===== src/rtl/lsf_rom_addr_gen.sv =====
// lsf_rom_addr_gen: round-robin arbiter feeding a two-stage pipeline that
// turns a per-channel angle (global theta or local slice-vector offset)
// into a clamped LUT start address and ROM bank index.
module lsf_rom_addr_gen #(
  parameter int NUM_CH              = 4,
  parameter int ANG_W               = 12,
  parameter int VEC_ANG_W           = 10,
  parameter int HEG_SHIFT           = 2,
  parameter int HALF_PI_MRAD        = 1571,
  parameter int ANGLE_MAX_HALF_MRAD = 500,
  parameter int BIN_CENTER_MRAD     = 100,
  parameter int RES_INV             = 64,
  parameter int LUT_SHIFT           = 6,
  parameter int ADDR_OFFSET         = 10,
  parameter int LUT_ADDR_W          = 10,
  parameter int ROM_IDX_W           = 3
) (
  input  logic                                         clk,
  input  logic                                         rst,
  input  logic [NUM_CH-1:0]                            in_vld,
  output logic [NUM_CH-1:0]                            in_rdy,
  input  logic [NUM_CH-1:0]                            lbins0_gbl1,
  input  logic [NUM_CH*ANG_W-1:0]                      theta_for_lut,
  input  logic [NUM_CH*VEC_ANG_W-1:0]                  slcvec_offset_angle_int,
  output logic                                         out_vld,
  input  logic                                         out_rdy,
  output logic [((NUM_CH > 1) ? $clog2(NUM_CH) : 1)-1:0] out_ch,
  output logic [LUT_ADDR_W-1:0]                        lut_start_addr,
  output logic [ROM_IDX_W-1:0]                         rom_index,
  output logic [ANG_W-1:0]                             slcvec_angle_mrad,
  output logic                                         addr_oor
);

  localparam int CH_W = (NUM_CH > 1) ? $clog2(NUM_CH) : 1;
  localparam int DW   = ANG_W + 2;
  localparam logic signed [63:0] ADDR_MAX = (64'sd1 <<< LUT_ADDR_W) - 64'sd1;

  // Arbiter / stage registers
  logic [CH_W-1:0]       rr_ptr_q, rr_ptr_d;
  logic                  s1_vld_q, s1_vld_d;
  logic [CH_W-1:0]       s1_ch_q, s1_ch_d;
  logic [ANG_W-1:0]      s1_ang_q, s1_ang_d;
  logic                  s2_vld_q, s2_vld_d;
  logic [CH_W-1:0]       s2_ch_q, s2_ch_d;
  logic [ANG_W-1:0]      s2_ang_q, s2_ang_d;
  logic [LUT_ADDR_W-1:0] s2_addr_q, s2_addr_d;
  logic                  s2_oor_q, s2_oor_d;

  // Combinational helpers
  logic                  gnt_found;
  logic [CH_W-1:0]       gnt_ch;
  logic                  s1_adv, s2_adv, gnt_fire;
  logic [ANG_W-1:0]      sel_theta, loc_ang, sel_ang;
  logic [VEC_ANG_W-1:0]  sel_off;
  logic signed [DW-1:0]  diff;
  logic signed [63:0]    raw;
  logic [LUT_ADDR_W-1:0] addr_c;
  logic                  oor_c;

  // A stage may load when it is empty or its contents move on this cycle
  assign s2_adv   = !s2_vld_q || out_rdy;
  assign s1_adv   = !s1_vld_q || s2_adv;
  assign gnt_fire = gnt_found && s1_adv;

  // Round-robin search: first requesting channel at or after rr_ptr
  always_comb begin
    int unsigned idx;
    gnt_found = 1'b0;
    gnt_ch    = '0;
    for (int unsigned i = 0; i < NUM_CH; i++) begin
      idx = 32'(rr_ptr_q) + i;
      if (idx >= NUM_CH) idx = idx - NUM_CH;
      if (!gnt_found && in_vld[CH_W'(idx)]) begin
        gnt_found = 1'b1;
        gnt_ch    = CH_W'(idx);
      end
    end
  end

  // One-hot accept, held low during reset
  always_comb begin
    in_rdy = '0;
    if (gnt_fire && rst) in_rdy[gnt_ch] = 1'b1;
  end

  // Stage-1 angle selection; local angle wraps modulo 2^ANG_W
  always_comb begin
    sel_theta = theta_for_lut[gnt_ch*ANG_W +: ANG_W];
    sel_off   = slcvec_offset_angle_int[gnt_ch*VEC_ANG_W +: VEC_ANG_W];
    loc_ang   = (ANG_W'(sel_off) << HEG_SHIFT) - ANG_W'(HALF_PI_MRAD)
                - ANG_W'(ANGLE_MAX_HALF_MRAD);
    sel_ang   = lbins0_gbl1[gnt_ch] ? sel_theta : loc_ang;
  end

  // Stage-2 address arithmetic in 64-bit signed, then clamp to LUT range
  always_comb begin
    diff   = $signed({2'b00, s1_ang_q}) - $signed(DW'(BIN_CENTER_MRAD));
    raw    = ((64'(diff) * 64'(RES_INV)) >>> LUT_SHIFT) + 64'(ADDR_OFFSET);
    addr_c = raw[LUT_ADDR_W-1:0];
    oor_c  = 1'b0;
    if (raw < 64'sd0) begin
      addr_c = '0;
      oor_c  = 1'b1;
    end else if (raw > ADDR_MAX) begin
      addr_c = '1;
      oor_c  = 1'b1;
    end
  end

  // Next-state for pointer and both pipeline stages
  always_comb begin
    rr_ptr_d  = rr_ptr_q;
    s1_vld_d  = s1_vld_q;
    s1_ch_d   = s1_ch_q;
    s1_ang_d  = s1_ang_q;
    s2_vld_d  = s2_vld_q;
    s2_ch_d   = s2_ch_q;
    s2_ang_d  = s2_ang_q;
    s2_addr_d = s2_addr_q;
    s2_oor_d  = s2_oor_q;
    if (gnt_fire) begin
      rr_ptr_d = (32'(gnt_ch) == NUM_CH - 1) ? '0 : gnt_ch + 1'b1;
    end
    if (s1_adv) begin
      s1_vld_d = gnt_fire;
      if (gnt_fire) begin
        s1_ch_d  = gnt_ch;
        s1_ang_d = sel_ang;
      end
    end
    if (s2_adv) begin
      s2_vld_d = s1_vld_q;
      if (s1_vld_q) begin
        s2_ch_d   = s1_ch_q;
        s2_ang_d  = s1_ang_q;
        s2_addr_d = addr_c;
        s2_oor_d  = oor_c;
      end
    end
  end

  // State registers with asynchronous active-low clear
  always_ff @(posedge clk or negedge rst) begin
    if (!rst) begin
      rr_ptr_q  <= '0;
      s1_vld_q  <= 1'b0;
      s1_ch_q   <= '0;
      s1_ang_q  <= '0;
      s2_vld_q  <= 1'b0;
      s2_ch_q   <= '0;
      s2_ang_q  <= '0;
      s2_addr_q <= '0;
      s2_oor_q  <= 1'b0;
    end else begin
      rr_ptr_q  <= rr_ptr_d;
      s1_vld_q  <= s1_vld_d;
      s1_ch_q   <= s1_ch_d;
      s1_ang_q  <= s1_ang_d;
      s2_vld_q  <= s2_vld_d;
      s2_ch_q   <= s2_ch_d;
      s2_ang_q  <= s2_ang_d;
      s2_addr_q <= s2_addr_d;
      s2_oor_q  <= s2_oor_d;
    end
  end

  assign out_vld           = s2_vld_q;
  assign out_ch            = s2_ch_q;
  assign slcvec_angle_mrad = s2_ang_q;
  assign lut_start_addr    = s2_addr_q;
  assign addr_oor          = s2_oor_q;
  assign rom_index         = s2_addr_q[ROM_IDX_W-1:0];

endmodule


===== config.mk =====
export PLATFORM = sky130hd
export DESIGN_NAME = lsf_rom_addr_gen
export DESIGN_NICKNAME = d
export VERILOG_FILES = /design/src/rtl/lsf_rom_addr_gen.sv
export SDC_FILE = /design/constraint.sdc
export NUM_CORES = 1
export LEC_CHECK = 0
export ABC_AREA = 0
export BUFFER_PORTS_ARGS = -buffer_cell sky130_fd_sc_hd__buf_2
export CORE_MARGIN = 5
export CORE_UTILIZATION = 45
export DETAILED_ROUTE_END_ITERATION = 10
export PLACE_DENSITY_LB_ADDON = 0.15
export SYNTH_ARGS = -nofsm -noshare
export SYNTH_HDL_FRONTEND = slang
export SYNTH_SLANG_ARGS = --single-unit

===== constraint.sdc =====
create_clock -name clk -period 2.62 [get_ports clk]
set_input_delay 0 -clock clk [delete_from_list [all_inputs] [get_ports clk]]
set_output_delay 0 -clock clk [all_outputs]
set_load 0.01 [all_outputs]

==> impl_metrics.toml <==
[setup_path]
crit_buf_inv = 1
worst-path-max-fanout = 8
cp.arrival_ps = 2760
reg2reg_depth = 10
worstReg2RegEnd = "s1_ang_q[11]"
worstSetupPathType = "register to register"
crit_required_ps = 2800
cp_slowest_cell = "or4b_4"
reg2reg_slack_ps = 40
critPathLaunchType = "register"
crit_path_end_kind = "register"
worstReg2RegStart = "rr_ptr_q[0]"
critPathTopFamily = "simple AND/OR/NAND/NOR gates"
slowest_delay_ps = 540
path_cells = "nor2b_4 -> a21o_1 -> a211o_1 -> inv_4 -> nand3_1 -> and2_1 -> ha_4 -> or4b_4 -> xnor2_2 -> o2bb2ai_1"

[placement]
hpwlAfterDp_um = 7600
port_buffers = 131
globalplace.congestion = 0.907
place_area_mm2 = 0.00415
preCtsSetupSlack_ps = -49.9
dp_cells = 663

[clock_tree]
htreeDepth = 2
cts_buffers = 5
clk_latency_ps = 290
cts_buffer_depth = 2
clkTransAtPathRegs_ps = 80
cts_sinks = 43
cts_tree = "yes"
cts_root_buf = "clkbuf_8"

[finish]
fin_area_mm2 = 0.00456
final_cells = 684
area_growth_pct = 37.9
fin_nets = 691
antenna-diode-count = 0
fillCellCount = 683
layout-drive-gt1-share_pct = 36.2

[synth]
yosysSeqAreaShare_pct = 32.5
yosysWarnings = 0
synth_cells = 439
ys_types = 50
yosysTopAreaCellShare_pct = 32.5
synthXorXnorAreaFrac_pct = 5.56
netlist_area_mm2 = 0.00331
ys_ff_latch = 43
synth-simple-area-share_pct = 30.7
synth_edf_count = 0
syn_nets = 546
synth-main-ff-cell = "dfrtp_1"
synth_compound_area_share_pct = 16.8
async_flop_share_pct = 100
synth.area.mux_share_pct = 5.86
synth-adder-area-share_pct = 3.03
yosys.area.top_type = "dfrtp_1"
synthTopCellsByArea = "dfrtp_1 33%, nand2_1 12%, nand3_1 6.8%, mux2i_1 4.8%, o21ai_0 4.2%"
synth_top_family_by_area = "simple AND/OR/NAND/NOR gates"
syn_area_per_cell_um2 = 7.53

[drt]
drt-initial-drc-count = 154
routed_wl_um = 9910
dr.pass1.iters = 4
drc = 0
wl_per_cell_um = 14.5
vias = 3567
vias_per_cell = 5.21
antenna_left = 0

[global_route]
grt_start_max_net_pins = 26
grt_util_all_layers_pct = 21.0
gr-total-overflow = 0
grt_pass1_vias = 3343
grt_pass1_wl_um = 15600
antenna_found_initial = 0

[timing]
fin_skew_ps = 5.98
worstMarginPinSlew_ps = 678
setup_viol_count_final = 0
maxSlewViolCount = 0
slew-limit-headroom_pct = 54.7
fin_ws_ps = 36.4
rsz0062_at_grt = "true"
post-route-period-util_pct = 98.6
fin_crit_ps = 2580
fmax_ghz = 0.387
hold_violations = 0

[die]
row_count = 31
die_h_um = 95.7
die_x_um = 95.7
core_area_mm2 = 0.00721
pin_count = 132
start_util_pct = 45.8
dieArea_mm2 = 0.00916

[power_and_ir_drop]
p_leak_nw = 2.23
power.total_mw = 4.79
vdd_drop_max_mv = 0.537
p_per_area_mw_per_mm2 = 1050

[min_path]
hp-class = "input pin to register"
min-delay-start = "out_rdy"
hold_end = "out_vld"
min_path_cells = 3

[run]
maxCapViolations = 0

[outcome]
outcome = "finished clean"
power by group:
group	leakage [nW]	internal (mW)	switching, mW
combinational	1.70	1.45	1.72
clock	0.0422	0.187	0.218
sequential	0.489	0.924	0.286
worst max path at each step:
stage | startpoint | endpoint | slack, ps | cells after the start
6_report | rr_ptr_q[0] | s1_ang_q[11] | 40 | 10
5_1_grt | rr_ptr_q[0] | s1_ang_q[11] | -60 | 10
4_1_cts | rr_ptr_q[0] | s1_ang_q[9] | 10 | 11
3_5_place_dp | rr_ptr_q[0] | s1_ang_q[9] | -50 | 11
3_3_place_gp | rr_ptr_q[0] | s1_ang_q[9] | 40 | 11
2_1_floorplan | rr_ptr_q[0] | s1_ang_q[9] | 20 | 12
worst reg2reg max path: cells and delay by family (launching register included):
| kind | cells | cell delay, ps |
|---|---|---|
| adders and majority gates | 1 | 180 |
| AOI/OAI and AO/OA | 3 | 640 |
| and+or+nand+nor | 4 | 930 |
| xor gates and xnor gates | 1 | 140 |
| buffers and inverters | 1 | 150 |
| DFF | 1 | 430 |
sequential cells by signal, summed over array words and instances (netlist names):
signal,flops
s1_ch_q,2
s1_vld_q,1
out_vld,1
s1_ang_q,12
rr_ptr_q,2
out_ch,2
slcvec_angle_mrad,12
addr_oor,1
lut_start_addr,10
cell families after synthesis:
logic type	after synthesis
AO/OA/AOI/OAI	82
XOR/XNOR	21
adder cells (fa/ha/maj)	8
buffers and inverters	42
flip-flops	43
multiplexers	19
AND/OR/NAND/NOR	224
cells in the mapped netlist (all sizes together), types with 7 or more instances:
| library cell | count |
|---|---|
| dfrtp | 43 |
| xor2 | 8 |
| clkbuf | 21 |
| ha | 8 |
| nand2b | 9 |
| and3 | 8 |
| nand3 | 45 |
| o21ai | 28 |
| buf | 13 |
| inv | 8 |
| mux2i | 16 |
| nand2 | 106 |
| a21oi | 10 |
| xnor2 | 13 |
| nor2b | 7 |
| a311oi | 7 |
| nor2 | 28 |
layer usage:
metal / routed length (µm) / vias up / track usage, %
met2: 4910 / 118 / 35.1
met1: 4360 / 1631 / 28.8
met3: 553 / 10 / 2.66
met4: 85 / 0 / 5.21
met5: 0 / - / 0
li1: - / 1808 / -
through the flow:
step | hold WS [ps] | TNS, ps | utilization [%]
floorplan | -296 | 0 | -
global placement | -6.86 | 0 | 57.5
detailed placement | -5.03 | -85.3 | 57.5
CTS | 11.0 | 0 | 59.4
global route | 67.2 | -162 | 63.2
finish | 13.2 | 0 | 63.2
layout by cell type, fill, tap and decap left out, drive strengths merged, types with 9 or more instances in the layout:
cell type / n
nand2: 106
nor2: 28
buf: 167
dfrtp: 43
a21oi: 10
nand3: 45
mux2i: 16
nand2b: 9
xnor2: 13
o21ai: 28
area by class of cell:
class	count	area, µm²	share of cell area (%)
inverters	8	36.3	0.796
clock inverters	1	5.00	0.110
clock buffers	7	76.3	1.67
multi-input cells	355	2270	49.7
flip-flops and latches	43	1080	23.6
well taps	99	124	2.72
repair buffers	171	973	21.4
timing repair:
item	4_1_cts	5_1_grt
endpoints found under the setup margin	6	21
pin swaps	1	8
buffers inserted	0	8
hold buffers	4	0
resized for setup	3	39
cloned	0	1
hold endpoints to repair	19	0
Note: power is estimated with default switching activity, not from simulation.
